`src/rtl/cv32e40p_pkg.sv`:
```
// Shared types and constants for the EX-stage ALU replica fault tracker.
// Decay windowing is selected by CV32E40P_ALU_FAULT_DECAY_EN.
package cv32e40p_pkg;

    localparam int NUM_ALU_REPLICA = 4;
    localparam int FT_CNT_W        = 3;
    localparam int FT_THRESHOLD    = 4;
    localparam int FT_WINDOW_LEN   = 8;

    typedef enum logic [1:0] {
        FT_IDLE,
        FT_REQ,
        FT_SWITCH
    } fault_fsm_e;

endpackage

```
`src/rtl/cv32e40p_alu_err_counter.sv`:
```
// Per-ALU saturating error counter with sticky threshold flag.
// CV32E40P_ALU_FAULT_DECAY_EN adds window-based decay of the count.
module cv32e40p_alu_err_counter #(
    parameter int CNT_W           = 3,
    parameter int FAULT_THRESHOLD = 4
) (
    input  logic             clk,
    input  logic             rst_n,
    input  logic             clear,
    input  logic             inc,
`ifdef CV32E40P_ALU_FAULT_DECAY_EN
    input  logic             frozen,
    input  logic             wrap,
`endif
    output logic [CNT_W-1:0] cnt,
    output logic             pending
);

    localparam logic [CNT_W-1:0] CNT_MAX = '1;
    localparam logic [CNT_W-1:0] THRESH  = CNT_W'(FAULT_THRESHOLD);

    logic [CNT_W-1:0] cnt_nxt;

`ifdef CV32E40P_ALU_FAULT_DECAY_EN
    logic hit;

    // Increment on a mismatch, otherwise decay at a clean window wrap.
    always_comb begin
        cnt_nxt = cnt;
        if (inc) begin
            if (cnt != CNT_MAX) cnt_nxt = cnt + 1'b1;
        end else if (wrap && !frozen && !hit && cnt != '0) begin
            cnt_nxt = cnt - 1'b1;
        end
    end

    // Hit flag remembers any mismatch seen in the current window.
    always_ff @(posedge clk or negedge rst_n) begin
        if (!rst_n) begin
            hit <= 1'b0;
        end else if (clear || wrap) begin
            hit <= 1'b0;
        end else if (inc) begin
            hit <= 1'b1;
        end
    end
`else
    // Strict accumulation: count only ever rises, saturating at max.
    always_comb begin
        cnt_nxt = cnt;
        if (inc && cnt != CNT_MAX) cnt_nxt = cnt + 1'b1;
    end
`endif

    // Counter and sticky pending flag, set on the same edge as the count.
    always_ff @(posedge clk or negedge rst_n) begin
        if (!rst_n) begin
            cnt     <= '0;
            pending <= 1'b0;
        end else if (clear) begin
            cnt     <= '0;
            pending <= 1'b0;
        end else begin
            cnt     <= cnt_nxt;
            pending <= pending | (cnt_nxt >= THRESH);
        end
    end

endmodule

```
`src/rtl/cv32e40p_alu_fault_tracker.sv`:
```
// Tracks replica mismatches and sequences permanent-fault promotion.
// CV32E40P_ALU_FAULT_DECAY_EN enables the shared vote decay window.
module cv32e40p_alu_fault_tracker
    import cv32e40p_pkg::*;
#(
    parameter int CNT_W           = FT_CNT_W,
    parameter int FAULT_THRESHOLD = FT_THRESHOLD,
    parameter int WINDOW_LEN      = FT_WINDOW_LEN
) (
    input  logic                           clk,
    input  logic                           rst_n,
    input  logic                           vote_valid_i,
    input  logic [NUM_ALU_REPLICA-1:0]     mismatch_i,
    input  logic [NUM_ALU_REPLICA-1:0]     active_alu_i,
    input  logic                           no_majority_i,
    input  logic                           clear_i,
    input  logic                           reconfig_ack_i,
    output logic                           reconfig_req_o,
    output logic [NUM_ALU_REPLICA-1:0]     permanent_faulty_alu_o,
    output logic                           uncorrectable_o,
    output logic [NUM_ALU_REPLICA*CNT_W-1:0] err_cnt_o
);

    fault_fsm_e                 state_q, state_d;
    logic [NUM_ALU_REPLICA-1:0] perm_q, perm_d;
    logic [NUM_ALU_REPLICA-1:0] pending;
    logic [NUM_ALU_REPLICA-1:0] eff;
    logic                       wrap;

    assign eff = (vote_valid_i && !no_majority_i)
               ? (mismatch_i & active_alu_i & ~perm_q)
               : '0;

    assign permanent_faulty_alu_o = perm_q;

`ifdef CV32E40P_ALU_FAULT_DECAY_EN
    localparam int WIN_W = (WINDOW_LEN > 2) ? $clog2(WINDOW_LEN) : 1;
    localparam logic [WIN_W-1:0] WIN_LAST = WIN_W'(WINDOW_LEN - 1);

    logic [WIN_W-1:0] win_q;

    assign wrap = vote_valid_i && (win_q == WIN_LAST);

    // Shared window counter over valid votes.
    always_ff @(posedge clk or negedge rst_n) begin
        if (!rst_n) begin
            win_q <= '0;
        end else if (clear_i) begin
            win_q <= '0;
        end else if (vote_valid_i) begin
            win_q <= wrap ? '0 : win_q + 1'b1;
        end
    end
`else
    assign wrap = 1'b0;
    logic unused_wrap;
    assign unused_wrap = wrap;
`endif

    for (genvar i = 0; i < NUM_ALU_REPLICA; i++) begin : g_cnt
        cv32e40p_alu_err_counter #(
            .CNT_W           (CNT_W),
            .FAULT_THRESHOLD (FAULT_THRESHOLD)
        ) u_cnt (
            .clk     (clk),
            .rst_n   (rst_n),
            .clear   (clear_i),
            .inc     (eff[i]),
`ifdef CV32E40P_ALU_FAULT_DECAY_EN
            .frozen  (perm_q[i]),
            .wrap    (wrap),
`endif
            .cnt     (err_cnt_o[i*CNT_W +: CNT_W]),
            .pending (pending[i])
        );
    end

    // Drain handshake and permanent-vector update; clear wins over all.
    always_comb begin
        state_d        = state_q;
        perm_d         = perm_q;
        reconfig_req_o = 1'b0;
        unique case (state_q)
            FT_IDLE: begin
                if (|(pending & ~perm_q)) state_d = FT_REQ;
            end
            FT_REQ: begin
                reconfig_req_o = 1'b1;
                if (reconfig_ack_i) state_d = FT_SWITCH;
            end
            FT_SWITCH: begin
                perm_d  = perm_q | pending;
                state_d = FT_IDLE;
            end
            default: state_d = FT_IDLE;
        endcase
        if (clear_i) begin
            state_d = FT_IDLE;
            perm_d  = '0;
        end
    end

    // FSM state and permanent-fault vector registers.
    always_ff @(posedge clk or negedge rst_n) begin
        if (!rst_n) begin
            state_q <= FT_IDLE;
            perm_q  <= '0;
        end else begin
            state_q <= state_d;
            perm_q  <= perm_d;
        end
    end

    // One-cycle pulse flagging a vote with no majority.
    always_ff @(posedge clk or negedge rst_n) begin
        if (!rst_n) begin
            uncorrectable_o <= 1'b0;
        end else begin
            uncorrectable_o <= vote_valid_i & no_majority_i;
        end
    end

endmodule

```
`config.mk`:
```
export PLATFORM = sky130hd
export DESIGN_NAME = cv32e40p_alu_fault_tracker
export DESIGN_NICKNAME = d
export VERILOG_FILES = /design/src/rtl/cv32e40p_pkg.sv /design/src/rtl/cv32e40p_alu_err_counter.sv /design/src/rtl/cv32e40p_alu_fault_tracker.sv
export SDC_FILE = /design/constraint.sdc
export NUM_CORES = 1
export LEC_CHECK = 0
export BUFFER_PORTS_ARGS = -buffer_cell sky130_fd_sc_hd__buf_2
export CAP_MARGIN = 40
export CORE_MARGIN = 2
export CORE_UTILIZATION = 51
export DETAILED_ROUTE_END_ITERATION = 6
export PLACE_DENSITY = 0.76
export SLEW_MARGIN = 20
export SYNTH_ARGS = -nofsm -noshare
export SYNTH_HDL_FRONTEND = slang
export SYNTH_SLANG_ARGS = --single-unit
```
`constraint.sdc`:
```
create_clock -name clk -period 2.2 [get_ports clk]
set_clock_uncertainty 0.15 [all_clocks]
set_input_delay 0.22 -clock clk [delete_from_list [all_inputs] [get_ports clk]]
set_output_delay 0.22 -clock clk [all_outputs]
set_load 0.1 [all_outputs]
```
== Yosys cells after proc, flatten, opt, wreduce, memory -nomap -nowiden ==
Cells that the tools add are included.
Word-level totals
  flip-flop bits (word level): 23
  input port bits: 14
  word-level logic and storage cells: 67
Cells by class
  $add $sub $neg: 4
  order comparisons: 4
  equal/unequal tests: 8
  mux-type cells: 20
  bitwise logic cells: 10
  reduce and logical (&&, ||, !) cells: 10
Operator list (count)
  $mux 3: 8
  $ne 3x3->1 const B: 6
  $add 3x1->3 const B: 4
  $and 4x4->4: 3
  $ge 3x3->1 const B: 4
  $mux 4: 3
  $mux 2: 3
  $logic_and 1x1->1: 5
  $mux 1: 5
  $not 4->4: 1
  $or 1x1->1: 4
  $or 4x4->4: 1
  $pmux 2 s2: 1
  $reduce_or 4->1: 1
  $eq 2x1->1 const B: 1
  $eq 2x2->1 const B: 1
  $logic_not 2->1: 1
  $reduce_and 2->1: 1
  $reduce_bool 2->1: 1
  $and 1x1->1: 1
  $logic_not 1->1: 1

== Depth between registers and ports, before layout ==
  word-level depth: 8
  mapped depth: 5
  depth with buffers taken out: 5

== Cells and area by module ==
From an unflattened synthesis, not the netlist that was laid out.
Second synthesis, totals
  cells, all modules: 97
  area total of the unflattened synthesis: 1078.5 um2
By module, submodules not included
  cv32e40p_alu_err_counter: instances 4, cells an instance 15, area an instance 187.7 um2, seq. area each 100.1 um2
  cv32e40p_alu_fault_tracker: instances 1, cells an instance 37, area an instance 327.8 um2, seq. area each 175.2 um2

== Worst setup path before layout ==
OpenSTA, ideal clock, no wires.
  kind: register to register
  start point: register g_cnt[1].u_cnt.cnt[0]
  end point: register g_cnt[1].u_cnt.cnt[0]
  setup time: 0.125 ns
  arrival time: 2.045 ns
  required time: 1.925 ns
  setup slack: -0.120 ns
  stages on the path, launching flop included: 5
  path buffers: 0
  clock period less this slack: 2.320 ns
  cells stage by stage: dfrtp_1 -> ha_1 -> ha_1 -> nor4_2 -> mux2_2
On the way
  word-level cells in the longest chain between the ends: 4
  elaborated cells on any way between the ends: 5
  those cells by class: add/sub: 1; eq/ne: 1; mux: 2; reduce/logical: 1
RTL lines
  from (decl): line cv32e40p_alu_err_counter.sv:15  | output logic [CNT_W-1:0] cnt,
  from (signal assigned): line cv32e40p_alu_err_counter.sv:64  | cnt <= cnt_nxt;
  branches (longest 2 deep; another with $add 3x1->3)
  $mux 3 (*): line cv32e40p_alu_err_counter.sv:51  | if (inc && cnt != CNT_MAX) cnt_nxt = cnt + 1'b1;
  $mux 3 (*): line cv32e40p_alu_err_counter.sv:60  | end else if (clear) begin
Mark *: on every way between the ends.
A chain may end at the register's enable or synchronous reset.

== Worst setup path in the final report ==
Ends and elaborated chain as after synthesis.

==> impl_metrics.tcl <==
set metrics [dict create \
    outcome "complete, no violations" \
    port-buffer-count 31 \
    hold_viol 0 \
    synth.avg_cell_area_sq_um 10.8 \
    wire_per_inst_um 12.9 \
    core_sq_um 2190 \
    synthTopCellsByArea "dfrtp_1 49%, ha_1 8.5%, nand2b_1 4.8%, nor2_1 3.8%, a21oi_1 3.4%" \
    first_pass_iters 4 \
    register_area_sq_um 586 \
    end_kind "flip-flop" \
    cp_slowest_cell "dfrtp_2" \
    max_stage_delay_ns 0.44 \
    setup_slack_ns 0.287 \
    antenna_left 0 \
    die_w_um 52.0 \
    worstSkewPairLatency_ns 0.31 \
    period_share 0.870 \
    synth_top_flop_cell "dfrtp_1" \
    crit_family "flip-flops" \
    nets 166 \
    clockRootBuffer "clkbuf_4" \
    ys_seq_area_frac 0.489 \
    die-area_sq_um 2710 \
    async_flop_share 1.00 \
    switchingPower_uw 194 \
    setup_viol 0 \
    arrival_ns 1.97 \
    seq_power_share 0.601 \
    ioPinCount 32 \
    drv_cap 0 \
    rows 17 \
    critPathMaxFanout 4 \
    yosysMostFrequentCell "dfrtp_1" \
    fmax_mhz 523 \
    place_ws_ns 0.320 \
    hold_class "in -> reg" \
    via_count 895 \
    drt-vias-per-instance 5.23 \
    route.detailed.drc 0 \
    start_util 0.537 \
    areaGrowthSynthToFinish_pct 20.0 \
    syn-instance-count 109 \
    power_frac_comb 0.124 \
    grt_pass1_wl_um 3560 \
    critPathLaunchType "flip-flop" \
    critPathKind "reg -> reg" \
    ys_types 25 \
    rsz0062_at_grt "no" \
    critPathMostFrequentCell "ha_1" \
    synth_top_area_cell "dfrtp_1" \
    slew_headroom 0.661 \
    h-tree-depth 1 \
    grt.total_usage 0.180 \
    antenna_found_initial 0 \
    overflow 0 \
    place_area_sq_um 1360 \
    dieHeight_um 52.0 \
    p_leak_nw 0.722 \
    final_util 0.645 \
    routed_wl_um 2200 \
    cp_cell_sequence "ha_1, ha_1, nor4_2, mux2_2" \
    place_congestion 0.683 \
    cts_setup_buffers 0 \
    grt_max_degree 31 \
    dp_hpwl_um 1650 \
    worst_ir_drop_vdd_mv 0.290 \
    netlist_area_sq_um 1180 \
    cts_tree "done" \
    slew_violations 0 \
    drt_iter0_drc 13 \
    clockPowerShare 0.275 \
    ctsLongestPathBuffers 2 \
    layout_min_cycle_time_ns 1.91 \
    synth_top_area_frac 0.489 \
    synth_edf_count 0 \
    layout-drive-gt1-share 0.357 \
    cts_buffers 3 \
    nFillCells 187 \
    cts_sinks 23 \
    grt_pass1_vias 829 \
    ys_seq_elements 23 \
    yosysWarnings 0 \
    ys_top_cells_by_count "23 x dfrtp_1, 12 x nor2_1, 9 x nand2b_1, 8 x a21oi_1, 8 x ha_1" \
    power.internal_uw 522 \
    power_density_nw_per_um2 507 \
    tightest_slew_ns 0.509 \
    netSwitchingFraction 0.271 \
    syn_nets 131 \
    clk_pin_slew_ns 0.13 \
    multi_input_area_sq_um 553 \
    tns_ns 0 \
    design_area_sq_um 1410 \
    antenna_cells_inserted 0 \
    crit_required_ns 2.26 \
    critPathBufInv 0 \
]
[worst paths after layout]
check	start	endpoint	slack, ns	depth (start not counted)
worst max-delay path	g_cnt[1].u_cnt.cnt[0]	g_cnt[1].u_cnt.cnt[0]	0.29	4
worst min-delay path	vote_valid_i	uncorrectable_o	0.03	2
worst max register to register	g_cnt[1].u_cnt.cnt[0]	g_cnt[1].u_cnt.cnt[0]	0.29	4
worst min register to register	state_q[1]	state_q[1]	0.34	1
max in group asynchronous	rst_n	g_cnt[1].u_cnt.cnt[0]	1.28	2
min in group asynchronous	rst_n	permanent_faulty_alu_o[0]	0.25	2
[sequential cells by signal, indices dropped and copies added, names as in the netlist]
| register | count |
|---|---|
| state_q | 2 |
| permanent_faulty_alu_o | 4 |
| uncorrectable_o | 1 |
| g_cnt.u_cnt.cnt | 12 |
| g_cnt.u_cnt.pending | 4 |
[power by group through the flow]
stage | Combinational (mW) | Clock, mW | Sequential [mW]
floorplan | 0.0294 | 0 | 0.466
CTS | 0.0897 | 0.208 | 0.430
detailed placement | 0.0857 | 0 | 0.438
global placement | 0.0833 | 0 | 0.438
finish | 0.0887 | 0.197 | 0.430
global route | 0.0957 | 0.223 | 0.431
[logic make-up after synthesis]
group           Yosys count  share of synthesized area
flops                    23                      0.489
buf+inv                  11                     0.0414
simple gates             40                      0.211
fa+ha+maj                 8                     0.0850
compound gates           19                      0.101
mux                       8                     0.0723
[cell type report]
cell class	count	share of cell area
Tap cell	28	0.0248
Clock inverter	1	0.00354
Multi-Input combinational cell	75	0.391
Clock buffer	3	0.0159
Inverter	7	0.0186
Sequential cell	23	0.415
Timing Repair Buffer	34	0.131
[through the flow]
step | power (mW) | hold slack (ns) | cells
after floorplan | 0.496 | -0.226 | 109
after global placement | 0.521 | 0.0702 | 164
after detailed placement | 0.524 | 0.0731 | 164
after CTS | 0.727 | 0.0163 | 171
after global routing | 0.749 | 0.0182 | 171
final | 0.716 | 0.0290 | 171
[routing by layer]
metal	global-route usage	vias up	routed length, um
li1	-	444	-
met1	0.228	430	976
met2	0.302	17	1110
met3	0.0287	4	80
met4	0.0789	0	32
met5	0	-	0
[worst register-to-register path, cell delays in order (launching register included)]
cell	delay [ns]
dfrtp_2	0.44
ha_1	0.20
ha_1	0.23
nor4_2	0.41
mux2_2	0.38
[cell usage in the layout, fill, tap and decap left out]
| master | instances |
|---|---|
| a21oi_1 | 8 |
| a31oi_1 | 4 |
| and2_2 | 1 |
| buf_2 | 31 |
| clkbuf_4 | 3 |
| clkinv_2 | 1 |
| dfrtp_1 | 15 |
| dfrtp_2 | 8 |
| dlygate4sd3_1 | 3 |
| ha_1 | 8 |
| inv_1 | 7 |
| mux2_1 | 1 |
| mux2_2 | 3 |
| mux2i_1 | 4 |
| nand2_1 | 2 |
| nand2b_1 | 9 |
| nand2b_4 | 1 |
| nand4bb_1 | 3 |
| nor2_1 | 12 |
| nor2b_1 | 6 |
| nor3_1 | 1 |
| nor4_2 | 1 |
| o21ai_1 | 3 |
| o22ai_1 | 2 |
| o311a_1 | 1 |
| o41ai_2 | 1 |
| or3_1 | 3 |
| or4_4 | 1 |
[what timing repair did]
action	CTS	global route
endpoints found under the hold margin	25	0
hold buffers	3	0
resized for setup	0	0
Note: power is estimated with default switching activity, not from simulation.
